===== src/rtl/result_viewer_pkg.sv =====
// rtl/result_viewer_pkg.sv - shared types, width helper and default parameters for result_viewer
package result_viewer_pkg;

  typedef enum logic {IDLE, SHOW} state_t;

  localparam int DEF_DATA_W       = 32;
  localparam int DEF_OUT_W        = 16;
  localparam int DEF_NUM_CH       = 4;
  localparam int DEF_DEBOUNCE_CYC = 4;
  localparam int DEF_AUTO_PERIOD  = 0;

  // Bits needed to index n items, never less than one.
  function automatic int clog2w(input int n);
    int r;
    r = 0;
    while ((1 << r) < n) r = r + 1;
    return (r < 1) ? 1 : r;
  endfunction

endpackage


===== src/rtl/btn_debounce.sv =====
// rtl/btn_debounce.sv - 2-flop synchronizer, stable-level debounce and rising-edge press pulse
module btn_debounce
  import result_viewer_pkg::*;
#(
  parameter int DEBOUNCE_CYC = DEF_DEBOUNCE_CYC
) (
  input  logic clk,
  input  logic rst,
  input  logic button,
  output logic press
);

  localparam int CW = clog2w(DEBOUNCE_CYC + 1);
  localparam logic [CW-1:0] CNT_LAST = CW'(DEBOUNCE_CYC - 1);

  logic          sync1;
  logic          sync2;
  logic          btn_state;
  logic          btn_prev;
  logic [CW-1:0] cnt;

  always_ff @(posedge clk or negedge rst) begin
    if (!rst) begin
      sync1     <= 1'b0;
      sync2     <= 1'b0;
      btn_state <= 1'b0;
      btn_prev  <= 1'b0;
      cnt       <= '0;
    end else begin
      sync1    <= button;
      sync2    <= sync1;
      btn_prev <= btn_state;
      if (sync2 == btn_state) begin
        cnt <= '0;
      end else if (cnt == CNT_LAST) begin
        // This cycle is the DEBOUNCE_CYC-th consecutive differing one.
        btn_state <= sync2;
        cnt       <= '0;
      end else begin
        cnt <= cnt + 1'b1;
      end
    end
  end

  assign press = btn_state & ~btn_prev;

endmodule


===== src/rtl/result_viewer.sv =====
// rtl/result_viewer.sv - captures NUM_CH result words and steps an OUT_W-bit window through them
module result_viewer
  import result_viewer_pkg::*;
#(
  parameter int DATA_W       = DEF_DATA_W,
  parameter int OUT_W        = DEF_OUT_W,
  parameter int NUM_CH       = DEF_NUM_CH,
  parameter int DEBOUNCE_CYC = DEF_DEBOUNCE_CYC,
  parameter int AUTO_PERIOD  = DEF_AUTO_PERIOD
) (
  input  logic                                   clk,
  input  logic                                   rst,
  input  logic                                   button,
  input  logic                                   cap_en,
  input  logic [NUM_CH*DATA_W-1:0]               data_in,
  output logic [OUT_W-1:0]                       out,
  output logic [clog2w(NUM_CH)-1:0]              ch_idx,
  output logic [clog2w(DATA_W / OUT_W)-1:0]      slice_idx,
  output logic                                   captured
);

  localparam int SLICES = DATA_W / OUT_W;
  localparam int CH_W   = clog2w(NUM_CH);
  localparam int SL_W   = clog2w(SLICES);
  localparam int AW     = clog2w(AUTO_PERIOD + 1);
  localparam bit AUTO_EN = (AUTO_PERIOD > 0);
  localparam logic [CH_W-1:0] CH_LAST = CH_W'(NUM_CH - 1);
  localparam logic [SL_W-1:0] SL_LAST = SL_W'(SLICES - 1);
  localparam logic [AW-1:0]   AP_LAST = AW'(AUTO_EN ? AUTO_PERIOD - 1 : 0);

  state_t                    state;
  logic [NUM_CH*DATA_W-1:0]  snapshot;
  logic [AW-1:0]             auto_cnt;
  logic                      press;
  logic                      auto_tick;
  logic                      step;
  logic [CH_W-1:0]           nxt_ch;
  logic [SL_W-1:0]           nxt_sl;

  btn_debounce #(.DEBOUNCE_CYC(DEBOUNCE_CYC)) u_btn (
    .clk    (clk),
    .rst    (rst),
    .button (button),
    .press  (press)
  );

  function automatic logic [OUT_W-1:0] pick(input logic [NUM_CH*DATA_W-1:0] s,
                                            input int c, input int l);
    return s[(c * SLICES + l) * OUT_W +: OUT_W];
  endfunction

  assign auto_tick = AUTO_EN && (auto_cnt == AP_LAST);
  assign step      = press | auto_tick;

  always_comb begin
    nxt_sl = (slice_idx == SL_LAST) ? '0 : slice_idx + 1'b1;
    nxt_ch = ch_idx;
    if (slice_idx == SL_LAST) nxt_ch = (ch_idx == CH_LAST) ? '0 : ch_idx + 1'b1;
  end

  always_ff @(posedge clk or negedge rst) begin
    if (!rst) begin
      state     <= IDLE;
      snapshot  <= '0;
      out       <= '0;
      ch_idx    <= '0;
      slice_idx <= '0;
      captured  <= 1'b0;
      auto_cnt  <= '0;
    end else if (cap_en) begin
      // Capture wins over any step arriving in the same cycle.
      state     <= SHOW;
      snapshot  <= data_in;
      out       <= data_in[OUT_W-1:0];
      ch_idx    <= '0;
      slice_idx <= '0;
      captured  <= 1'b1;
      auto_cnt  <= '0;
    end else begin
      case (state)
        SHOW: begin
          if (step) begin
            ch_idx    <= nxt_ch;
            slice_idx <= nxt_sl;
            out       <= pick(snapshot, int'(nxt_ch), int'(nxt_sl));
          end
          if (step || !AUTO_EN) auto_cnt <= '0;
          else                  auto_cnt <= auto_cnt + 1'b1;
        end
        default: state <= IDLE;
      endcase
    end
  end

endmodule


===== config.mk =====
export PLATFORM = sky130hd
export DESIGN_NAME = result_viewer
export DESIGN_NICKNAME = d
export VERILOG_FILES = /design/src/rtl/result_viewer_pkg.sv /design/src/rtl/btn_debounce.sv /design/src/rtl/result_viewer.sv
export SDC_FILE = /design/constraint.sdc
export NUM_CORES = 1
export LEC_CHECK = 0
export CORE_MARGIN = 3
export CORE_UTILIZATION = 35
export DETAILED_ROUTE_END_ITERATION = 8
export GPL_TIMING_DRIVEN = 0
export PLACE_DENSITY = 0.59
export SLEW_MARGIN = 20
export SYNTH_ARGS = -nofsm -noshare
export SYNTH_HDL_FRONTEND = slang
export SYNTH_SLANG_ARGS = --single-unit

===== constraint.sdc =====
create_clock -name clk -period 3.9 [get_ports clk]
set_clock_uncertainty 0.1 [all_clocks]
set_input_delay 0.975 -clock clk [delete_from_list [all_inputs] [get_ports clk]]
set_output_delay 0.975 -clock clk [all_outputs]
set_load 0.05 [all_outputs]

==> flow_metrics.tcl <==
set metrics [dict create \
    final_util_pct 49.2 \
    ctsResizeCount 0 \
    grt-ovfl-total 0 \
    fin_nets 810 \
    htree_levels 4 \
    power_density_nw_per_um2 537 \
    ir_worst_vdd_mv 0.326 \
    avgSynthCellArea_um2 13.8 \
    setup.worst_path.class "register to output port" \
    path_buf_inv 1 \
    die_area_um2 21600 \
    routedWlPerCell_um 20.0 \
    ys_ff_latch 156 \
    fin_crit_ns 2.84 \
    nFillCells 1724 \
    drtIter0Drc 199 \
    port_buffers 150 \
    drt_pass1_iterations 6 \
    n_antenna_cell 0 \
    area_delta_synth_final_pct 35.4 \
    worst_r2r_path_depth 7 \
    dp_slack_ns 1.31 \
    ys_seq_area_share_pct 56.1 \
    num_io_pins 152 \
    syn_nets 640 \
    cp.arrival_ns 1.76 \
    critical-path-top-delay-family "buffers and inverters" \
    reg2reg_from "ch_idx[0]" \
    min_to "u_btn.sync2" \
    synth_edf_count 0 \
    rrSetupSlack_ns 1.64 \
    clock_path_buffers 2 \
    grt_util_all_layers_pct 18.2 \
    synthFlopType "dfrtp_1" \
    r2r-end "out[6]" \
    gp_congestion 0.768 \
    slew_headroom_pct 55.2 \
    leakage_nw 3.75 \
    ys_types 25 \
    ant_nets 0 \
    antenna_found_initial 1 \
    drive_gt1_share_pct 32.4 \
    fin_crit_sh_pct 72.7 \
    crit_slowest_cell "clkdlybuf4s50_1" \
    critPathRequiredTime_ns 2.82 \
    synth_common_cells "161 x mux2_2, 156 x dfrtp_1, 35 x nand2_1" \
    row_count 50 \
    tightest_slew_ns 0.671 \
    grt_max_degree 89 \
    stdcell_area_um2 9430 \
    coreArea_um2 19100 \
    finalSetupViolCount 0 \
    hold_class "register to register" \
    start_util_pct 36.4 \
    cts_tree "built" \
    hp-start "u_btn.sync1" \
    die_h_um 147 \
    yosysWarnings 0 \
    drc_errors 0 \
    fmax_mhz 353 \
    setup_ws_ns 1.06 \
    synth_cells 506 \
    synth_most_common_cell "mux2_2" \
    drv_slew 0 \
    async_flop_share_pct 100 \
    cts.clk_slew.worst_paths_ns 0.06 \
    numCtsBuffers 17 \
    hold_viol_final 0 \
    hold-path-cell-count 0 \
    rsz0062_at_grt "no" \
    syn-cell-area_um2 6960 \
    cp_cell_sequence "clkdlybuf4s50_1" \
    clock_tree.root_cell "clkbuf_16" \
    die-width_um 147 \
    fin_setup_tns_ns 0 \
    cts_setup_buffers 0 \
    slowest_delay_ns 0.89 \
    place_area_um2 8820 \
    maxCapViolCount 0 \
    grt_pass1_vias 5363 \
    status "completed" \
    viasPerCell 4.96 \
    cp-end-kind "output port" \
    dr_total_vias 4701 \
    postCtsHoldBufs 0 \
    yosys.area.top_type_share_pct 56.1 \
    synth_area_leaders "dfrtp_1 56%, mux2_2 26%, mux2i_1 4.6%" \
    worstSkewPairLatency_ns 0.42 \
    path_max_fanout 7 \
    grt_pass1_wl_um 30000 \
    drt_wl_total_um 19000 \
    hpwl_um 14200 \
    synth.largest_area_cell "dfrtp_1" \
    power.total_mw 5.06 \
    clock-sinks 156 \
    crit_cells 1 \
    startpoint_type "register" \
]
-- metrics by stage --
stage	hold WS, ns	cells
final	0.254	948
after global routing	0.267	948
after CTS	0.261	948
after detailed placement	0.246	917
after global placement	0.234	916
after floorplan	0.231	506
-- cell families after synthesis --
group | Yosys count | share of synthesized area (%)
flops | 156 | 56.1
fa+ha+maj | 2 | 0.359
compound gates | 51 | 5.46
simple gates | 65 | 4.58
xor+xnor | 2 | 0.252
mux | 193 | 30.6
buf+inv | 37 | 2.61
-- power by group --
part	total, mW	switching (mW)	internal, mW	leakage, nW
clock	1.72	0.653	1.07	0.283
sequential	1.98	0.142	1.84	1.84
combinational	1.35	0.777	0.576	1.63
total	5.06	1.57	3.49	3.75
-- worst max path at each step --
stage	startpoint	end	slack (ns)
floorplan	cap_en	snapshot[15]	1.73
global placement	rst	snapshot[92]	-4.43
detailed placement	cap_en	snapshot[97]	1.31
CTS	slice_idx	slice_idx	1.05
global route	slice_idx	slice_idx	0.97
finish	slice_idx	slice_idx	1.06
-- layer usage --
metal	GRT usage (%)	part of all wire, %	vias up
li1	-	-	2172
met3	5.55	6.2	21
met1	24.1	46	2372
met4	5.03	1.7	2
met2	29.0	46	134
met5	0	0.042	-
-- flip-flops by register name (all words and copies together) (netlist names) --
name / count
captured: 1
ch_idx: 2
out: 16
slice_idx: 1
snapshot: 128
state: 1
u_btn.btn_prev: 1
u_btn.btn_state: 1
u_btn.cnt: 3
u_btn.sync1: 1
u_btn.sync2: 1
-- layout make-up --
class / instances / area [um2] / share of cell area, %
inverter: 1 / 3.75 / 0.0398
clock buffer: 20 / 437 / 4.63
sequential: 156 / 3900 / 41.4
clock inverter: 11 / 169 / 1.79
multi-input combinational: 313 / 2880 / 30.5
tap: 260 / 325 / 3.45
buffer: 36 / 178 / 1.89
timing repair buffer: 151 / 1530 / 16.3
-- cell usage in the layout, fill, tap and decap left out --
cell type        netlist  final
buf_6                  1      1
nor2b_1                3      3
buf_2                 25     25
clkinvlp_4             0      4
clkdlybuf4s50_1        0    149
nor3_1                 1      1
nor2_1                 2      2
and3b_1                1      1
o211a_2                1      1
nor4b_4                1      1
clkbuf_16              0     17
mux2_2               161    161
o211ai_1              32     32
a21oi_1                2      2
mux2i_1               32     32
inv_1                  1      1
ha_1                   2      2
clkinv_2               0      2
inv_6                  0      1
nand2_1               35     35
or3_1                  1      1
bufinv_16              0      4
dfrtp_1              156    156
buf_8                  0      1
a22oi_1               16     16
or2_2                  2      2
nor3b_1                1      1
xnor2_1                2      2
buf_16                 0      1
nand3_1               17     17
clkbuf_1               9     12
nor3b_2                1      1
buf_4                  1      1
Note: power is estimated with default switching activity, not from simulation.
